### config.mk
export PLATFORM = sky130hd
export DESIGN_NAME = sha_msg_sched
export DESIGN_NICKNAME = d
export VERILOG_FILES = /design/src/rtl/sha_msg_sched.sv
export SDC_FILE = /design/constraint.sdc
export NUM_CORES = 1
export LEC_CHECK = 0
export CAP_MARGIN = 20
export CORE_UTILIZATION = 55
export DETAILED_ROUTE_END_ITERATION = 10
export PLACE_DENSITY_LB_ADDON = 0.3
export RECOVER_POWER = 100
export SYNTH_ARGS = -nofsm -noshare
export SYNTH_HDL_FRONTEND = slang
export SYNTH_SLANG_ARGS = --single-unit
### constraint.sdc
create_clock -name clk -period 8.8 [get_ports clk]
set_clock_uncertainty 0.2 [all_clocks]
set_input_delay 1.32 -clock clk [delete_from_list [all_inputs] [get_ports clk]]
set_output_delay 1.32 -clock clk [all_outputs]
set_load 0.05 [all_outputs]
### src/rtl/sha_msg_sched.sv
// SHA-256 message-schedule generator: loads one 16-word block, then streams W[0..63].
// A 16-word sliding window holds W[t..t+15]; each output handshake appends W[t+16].
module sha_msg_sched (
  input  logic        clk,
  input  logic        reset,
  input  logic        in_valid_i,
  input  logic [31:0] in_data_i,
  output logic        in_ready_o,
  output logic        out_valid_o,
  output logic [31:0] out_data_o,
  output logic [5:0]  out_idx_o,
  input  logic        out_ready_i,
  output logic        busy_o
);

  typedef enum logic {
    LOAD,
    EMIT
  } state_t;

  state_t      state_q, state_d;
  logic [31:0] win_q [16];
  logic [31:0] win_d [16];
  logic [3:0]  lcnt_q, lcnt_d;
  logic [5:0]  t_q, t_d;
  logic [31:0] w_next;

  function automatic logic [31:0] ss0(input logic [31:0] x);
    return {x[6:0], x[31:7]} ^ {x[17:0], x[31:18]} ^ (x >> 3);
  endfunction

  function automatic logic [31:0] ss1(input logic [31:0] x);
    return {x[16:0], x[31:17]} ^ {x[18:0], x[31:19]} ^ (x >> 10);
  endfunction

  // Window slot 0 is W[t]; slots 1, 9 and 14 are W[t+1], W[t+9], W[t+14].
  assign w_next = ss1(win_q[14]) + win_q[9] + ss0(win_q[1]) + win_q[0];

  always_comb begin
    state_d     = state_q;
    lcnt_d      = lcnt_q;
    t_d         = t_q;
    win_d       = win_q;
    in_ready_o  = 1'b0;
    out_valid_o = 1'b0;
    busy_o      = 1'b0;
    out_data_o  = '0;
    out_idx_o   = t_q;

    case (state_q)
      LOAD: begin
        in_ready_o = 1'b1;
        if (in_valid_i) begin
          for (int unsigned i = 0; i < 15; i++) begin
            win_d[i] = win_q[i+1];
          end
          win_d[15] = in_data_i;
          if (lcnt_q == 4'd15) begin
            lcnt_d  = '0;
            t_d     = '0;
            state_d = EMIT;
          end else begin
            lcnt_d = lcnt_q + 4'd1;
          end
        end
      end

      EMIT: begin
        out_valid_o = 1'b1;
        busy_o      = 1'b1;
        out_data_o  = win_q[0];
        if (out_ready_i) begin
          for (int unsigned i = 0; i < 15; i++) begin
            win_d[i] = win_q[i+1];
          end
          win_d[15] = w_next;
          if (t_q == 6'd63) begin
            t_d     = '0;
            state_d = LOAD;
          end else begin
            t_d = t_q + 6'd1;
          end
        end
      end

      default: begin
        state_d = LOAD;
      end
    endcase
  end

  always_ff @(posedge clk) begin
    if (reset) begin
      state_q <= LOAD;
      lcnt_q  <= '0;
      t_q     <= '0;
      for (int unsigned i = 0; i < 16; i++) begin
        win_q[i] <= '0;
      end
    end else begin
      state_q <= state_d;
      lcnt_q  <= lcnt_d;
      t_q     <= t_d;
      for (int unsigned i = 0; i < 16; i++) begin
        win_q[i] <= win_d[i];
      end
    end
  end

endmodule

======== Word-level counts from Yosys, hierarchy flattened ========
Index checks and enable logic that the tools add are counted.
word-level totals
  bits in registers ....................... 523
  input bits .............................. 36
  output and inout bits ................... 41
  word-level logic and storage cells ...... 54
cells by class
  $add $sub $neg .......................... 5
  equality and inequality tests ........... 5
  multiplexer cells ....................... 17
  bitwise logic cells ..................... 5
  reductions and logical operators ........ 3
operators with widths
  operator                                       count
  2-to-1 mux 512 bit                             2
  one-hot mux 512 bit (2 select lines)           1
  adder 32 bit                                   3
  bitwise XOR 32 bit                             2
  2-to-1 mux 32 bit                              1
  bitwise XOR 32 x 22 -> 32 bit                  1
  bitwise XOR 32 x 29 -> 32 bit                  1
  2-to-1 mux 6 bit                               4
  one-hot mux 6 bit (2 select lines)             1
  adder 6 x 1 -> 6 bit (second input constant)   1
  == test 6 bit (second input constant)          1
  2-to-1 mux 1 bit                               6
  inequality test 2 bit (second input constant)  3
  adder 4 x 1 -> 4 bit (second input constant)   1
  == test 4 bit (second input constant)          1
  2-to-1 mux 4 bit                               1
  AND reduction 2 bit                            2
  AND reduction 3 bit                            1
  one-hot mux 1 bit (2 select lines)             1
  inverter 1 bit                                 1

======== Depth between registers and ports, before layout ========
  depth in word-level cells ............... 7
  mapped depth ............................ 18
  depth with buffers taken out ............ 17

======== Worst setup path before layout ========
No wires, ideal clock.
  kind .................................... register -> register
  start point ............................. reg win_q[50] in the netlist's numbering
  end point ............................... reg win_q[29] in the netlist's numbering
  library setup time ...................... 0.075 ns
  arrival time ............................ 3.699 ns
  required time ........................... 8.525 ns
  path slack .............................. 4.825 ns
  stages on the path, launching flop included .. 18
  buffers on the path ..................... 1
  period minus slack after synthesis ...... 3.975 ns
  path through ............................ dfxtp_1 -> clkbuf_1 -> xor2_1 -> xnor2_1 -> fa_1 -> fa_1 -> inv_1 -> ha_1 -> inv_1 -> fa_1 -> and2b_1 -> o2111ai_1 -> a21oi_1 -> nor2_1 -> o31ai_2 -> a31oi_1 -> xor2_1 -> o22ai_1
on the way
  longest elaborated chain between the ends .. 7
RTL lines
  element                                 RTL line  source
  start: declaration                      22        logic [31:0] win_q [16];
  start signal: indexed assignment        105       win_q[i] <= win_d[i];
  bitwise XOR 32 bit                      33        return {x[16:0], x[31:17]} ^ {x[18:0], x[31:19]} ^ (x >> 10);
  bitwise XOR 32 x 22 -> 32 bit *         33
  adder 32 bit * (3 in series)            37        assign w_next = ss1(win_q[14]) + win_q[9] + ss0(win_q[1]) + win_q[0];
  2-to-1 mux 512 bit *                    72        if (out_ready_i) begin
  one-hot mux 512 bit (2 select lines) *  50        case (state_q)
Every way passes the cells marked *; elsewhere a longest branch is shown, timed or not. The select of a mux whose other input is x is not followed.
A chain may end at the register's enable or synchronous reset.

======== Final worst setup path ========
  start point ............................. reg state_q
  end point ............................... reg win_q[84] in the netlist's numbering
on the way
  longest elaborated chain between the ends .. 3
  elaborated cells between the ends (all ways) .. 5
  those cells by class .................... 2 x eq/ne; 1 x mux; 1 x bitwise; 1 x reduce/logical
RTL lines
  element                          RTL line  source
  start: declaration               21        state_t state_q, state_d;
  start signal: assignment         101       state_q <= state_d;
  inverter 1 bit (no line)         -
  inequality test 2 bit (no line)  -
  AND reduction 2 bit (no line)    -
Several ways; a longest one is shown, not always the timed one.

==> flow_metrics.py <==
metrics = {
    "status": {
        "status": "complete, but fails checks",
        "failed_checks": "capacitance limit, slew limit",
    },
    "final_layout": {
        "syn2layout_area_growth_pct": 11.0,
        "drive_gt1_frac": 0.0371,
        "fin_area_sq_mm": 0.0251,
        "fin_nets": 2945,
        "antennaDiodeCount": 0,
        "fin_util": 0.626,
    },
    "clock_network": {
        "root_buffer": "clkbuf_16",
        "post_cts_resized": 0,
        "clk_pin_slew_worst_paths_ns": 0.06,
        "htree_levels": 2,
        "insertion_delay_ns": 0.60,
        "cts_sinks": 523,
        "hold_buffers": 0,
        "clock_path_buffers": 3,
        "cts_tree": "done",
        "cts_setup_buffers": 0,
        "cts-buffers-inserted": 53,
    },
    "pwr": {
        "p_sw_frac": 0.234,
        "switching_power_mw": 1.17,
        "pwr-share-seq": 0.485,
        "intPower_mw": 3.82,
        "p_per_area_mw_per_mm2": 198,
        "clkPwrFrac": 0.460,
        "ir_drop_mv": 0.162,
        "fin_total_pwr_mw": 4.98,
        "p_leak_nw": 8.83,
        "combPwrFrac": 0.055,
    },
    "min_path": {
        "hold_path_class": "reg2reg",
        "min_from": "win_q[303]",
    },
    "global_route": {
        "gr-usage-all-layers": 0.283,
        "grt_pass1_wl_microns": 92900,
        "grt_pass1_vias": 17100,
        "antenna_found_initial": 0,
        "grt_max_degree": 252,
        "overflow": 0,
    },
    "sta": {
        "layout_min_cycle_time_ns": 6.41,
        "relSlewSlack": -0.267,
        "slew_viol_final": 34,
        "tightest_slew_ns": 1.90,
        "fin_tns_setup_ns": 0,
        "setup_violations": 0,
        "hold_viol": 0,
        "period_share": 0.729,
        "max_freq_mhz": 156,
        "grt_setup_unrepaired": "false",
    },
    "routing": {
        "first_iter_violations": 1673,
        "vias_per_cell": 5.47,
        "ant_nets": 0,
        "drc": 0,
        "first_pass_iters": 6,
        "wire_per_inst_microns": 17.4,
        "wl_microns": 59000,
        "vias": 18500,
    },
    "setup_path": {
        "cpMaxStageDelayCell": "clkbuf_1",
        "max_stage_delay_ns": 1.42,
        "critPathLaunch": "state_q",
        "cp_common_cell": "nand2_1",
        "arrival_ns": 6.72,
        "path_max_fanout": 251,
        "end_kind": "flop",
        "timing.rr.start": "state_q",
        "crit_type": "reg2reg",
        "required_ns": 9.11,
        "crit_chain": "clkbuf_1 > inv_1 > clkbuf_1 > nand2_1 > nand2_1 > buf_12 > nand2_1 > a21oi_1",
        "start_kind": "flop",
        "crit_buf_inv": 4,
        "crit_family": "buffers and inverters",
    },
    "floorplan": {
        "die_x_microns": 205,
        "die_area_sq_mm": 0.0420,
        "fp.dieH_microns": 205,
        "start_util": 0.564,
        "core_sq_mm": 0.0402,
        "ios": 77,
        "num_rows": 73,
    },
    "logic_synthesis": {
        "synthArstFlopShare": 0,
        "synth-main-ff-cell": "dfxtp_1",
        "ys_seq_elements": 523,
        "synth_area_leaders": "dfxtp_1, nand2_1, a21oi_1",
        "syn_area_per_cell_sq_um": 7.84,
        "syn-instance-count": 2891,
        "ys_warn_count": 0,
        "ys_seq_area_frac": 0.462,
        "synth_top_area_frac": 0.462,
        "synth_top_area_cell": "dfxtp_1",
        "synth_nets": 3022,
        "syn_area_sq_mm": 0.0227,
        "yosysUniqueCellTypes": 59,
        "synth_edf_count": 0,
    },
    "placed_design": {
        "dp_hpwl_microns": 39700,
        "placed_area_sq_mm": 0.0234,
        "gp_congestion": 1.02,
        "io_buffer_count": 76,
    },
    "flow_run": {
        "timing.max_cap.violations": 1,
    },
}
-- layout by cell type (no fill, tap or decap), drive strengths merged, types with 3 or more instances in the layout --
| master | n |
|---|---|
| xor2 | 60 |
| nand4 | 3 |
| o21ai | 31 |
| buf | 9 |
| or3 | 4 |
| and3 | 6 |
| clkbuf | 76 |
| dfxtp | 523 |
| a211o | 4 |
| dlygate4sd3 | 43 |
| nand2b | 4 |
| o22ai | 18 |
| and2 | 6 |
| nor3 | 10 |
| nor2 | 77 |
| xnor2 | 84 |
| nand3 | 6 |
| a21oi | 531 |
| a211oi | 22 |
| nor2b | 5 |
| inv | 128 |
| fa | 62 |
| bufinv | 5 |
| nand2 | 997 |
| a2111oi | 3 |
| clkinv | 16 |
| mux2i | 14 |
| ha | 33 |
| o21a | 4 |
| clkdlybuf4s50 | 32 |
| a21o | 10 |
| a31oi | 5 |
-- layer usage --
metal	track usage	vias to the layer above	share of wire
li1	-	9099	-
met1	0.378	8848	0.44
met2	0.462	446	0.47
met3	0.0480	101	0.059
met4	0.0960	0	0.030
met5	0	-	0
-- Yosys cell counts, types with 10 or more instances --
master / number
a211oi_1: 22
a21oi_1: 530
buf_1: 10
buf_2: 10
clkbuf_1: 198
dfxtp_1: 523
fa_1: 62
ha_1: 33
inv_1: 125
mux2i_1: 14
nand2_1: 997
nor2_1: 77
o21ai_0: 27
o22ai_1: 18
xnor2_1: 84
xor2_1: 60
-- per-stage QoR --
stage	instances	setup slack, ns	hold slack [ns]
floorplan	2891	4.83	0.232
global placement	3284	4.01	0.238
detailed placement	3284	3.93	0.243
CTS	3383	4.07	0.249
global route	3383	2.07	0.263
finish	3383	2.39	0.249
-- state kept, by name, summed over array words and instances (netlist names) --
| signal | cells |
|---|---|
| win_q | 512 |
| out_idx_o | 6 |
| lcnt_q | 4 |
| state_q | 1 |
-- power by group through the flow --
stage | Sequential, mW | Clock [mW] | Combinational (mW)
final | 2.42 | 2.29 | 0.273
after CTS | 2.42 | 2.34 | 0.273
after floorplan | 2.45 | 0 | 0.206
after detailed placement | 2.47 | 0 | 0.272
after global routing | 2.42 | 2.43 | 0.301
after global placement | 2.47 | 0 | 0.269
-- worst paths after layout --
kind,to,slack (ns),cells past startpoint
setup / recovery,win_q[84],2.39,8
setup reg to reg,win_q[84],2.39,8
hold reg to reg,win_q[303],0.25,2
hold / removal,win_q[303],0.25,2
-- kinds of logic after synthesis --
group | Yosys count | share of synthesized area
simple gates | 1128 | 0.193
fa+ha+maj | 95 | 0.0730
mux | 14 | 0.00618
compound gates | 643 | 0.153
buf+inv | 344 | 0.0577
flops | 523 | 0.462
xor+xnor | 144 | 0.0557
-- worst min-delay path, delay by kind of cell, from the launching register on --
family | cells | cell delay (ns)
flip-flops | 1 | 0.31
AND/OR/NAND/NOR | 1 | 0.05
AO/OA/AOI/OAI | 1 | 0.05
-- cell type report --
type,count,area (sq um)
timing repair buffer,87,887
fill,3513,15000
inverter,125,469
clock buffer,73,1500
sequential,523,10500
multi-input combinational,2024,10900
clock inverter,26,290
tap,525,657
No activity file was read; power rests on OpenSTA's default activity.
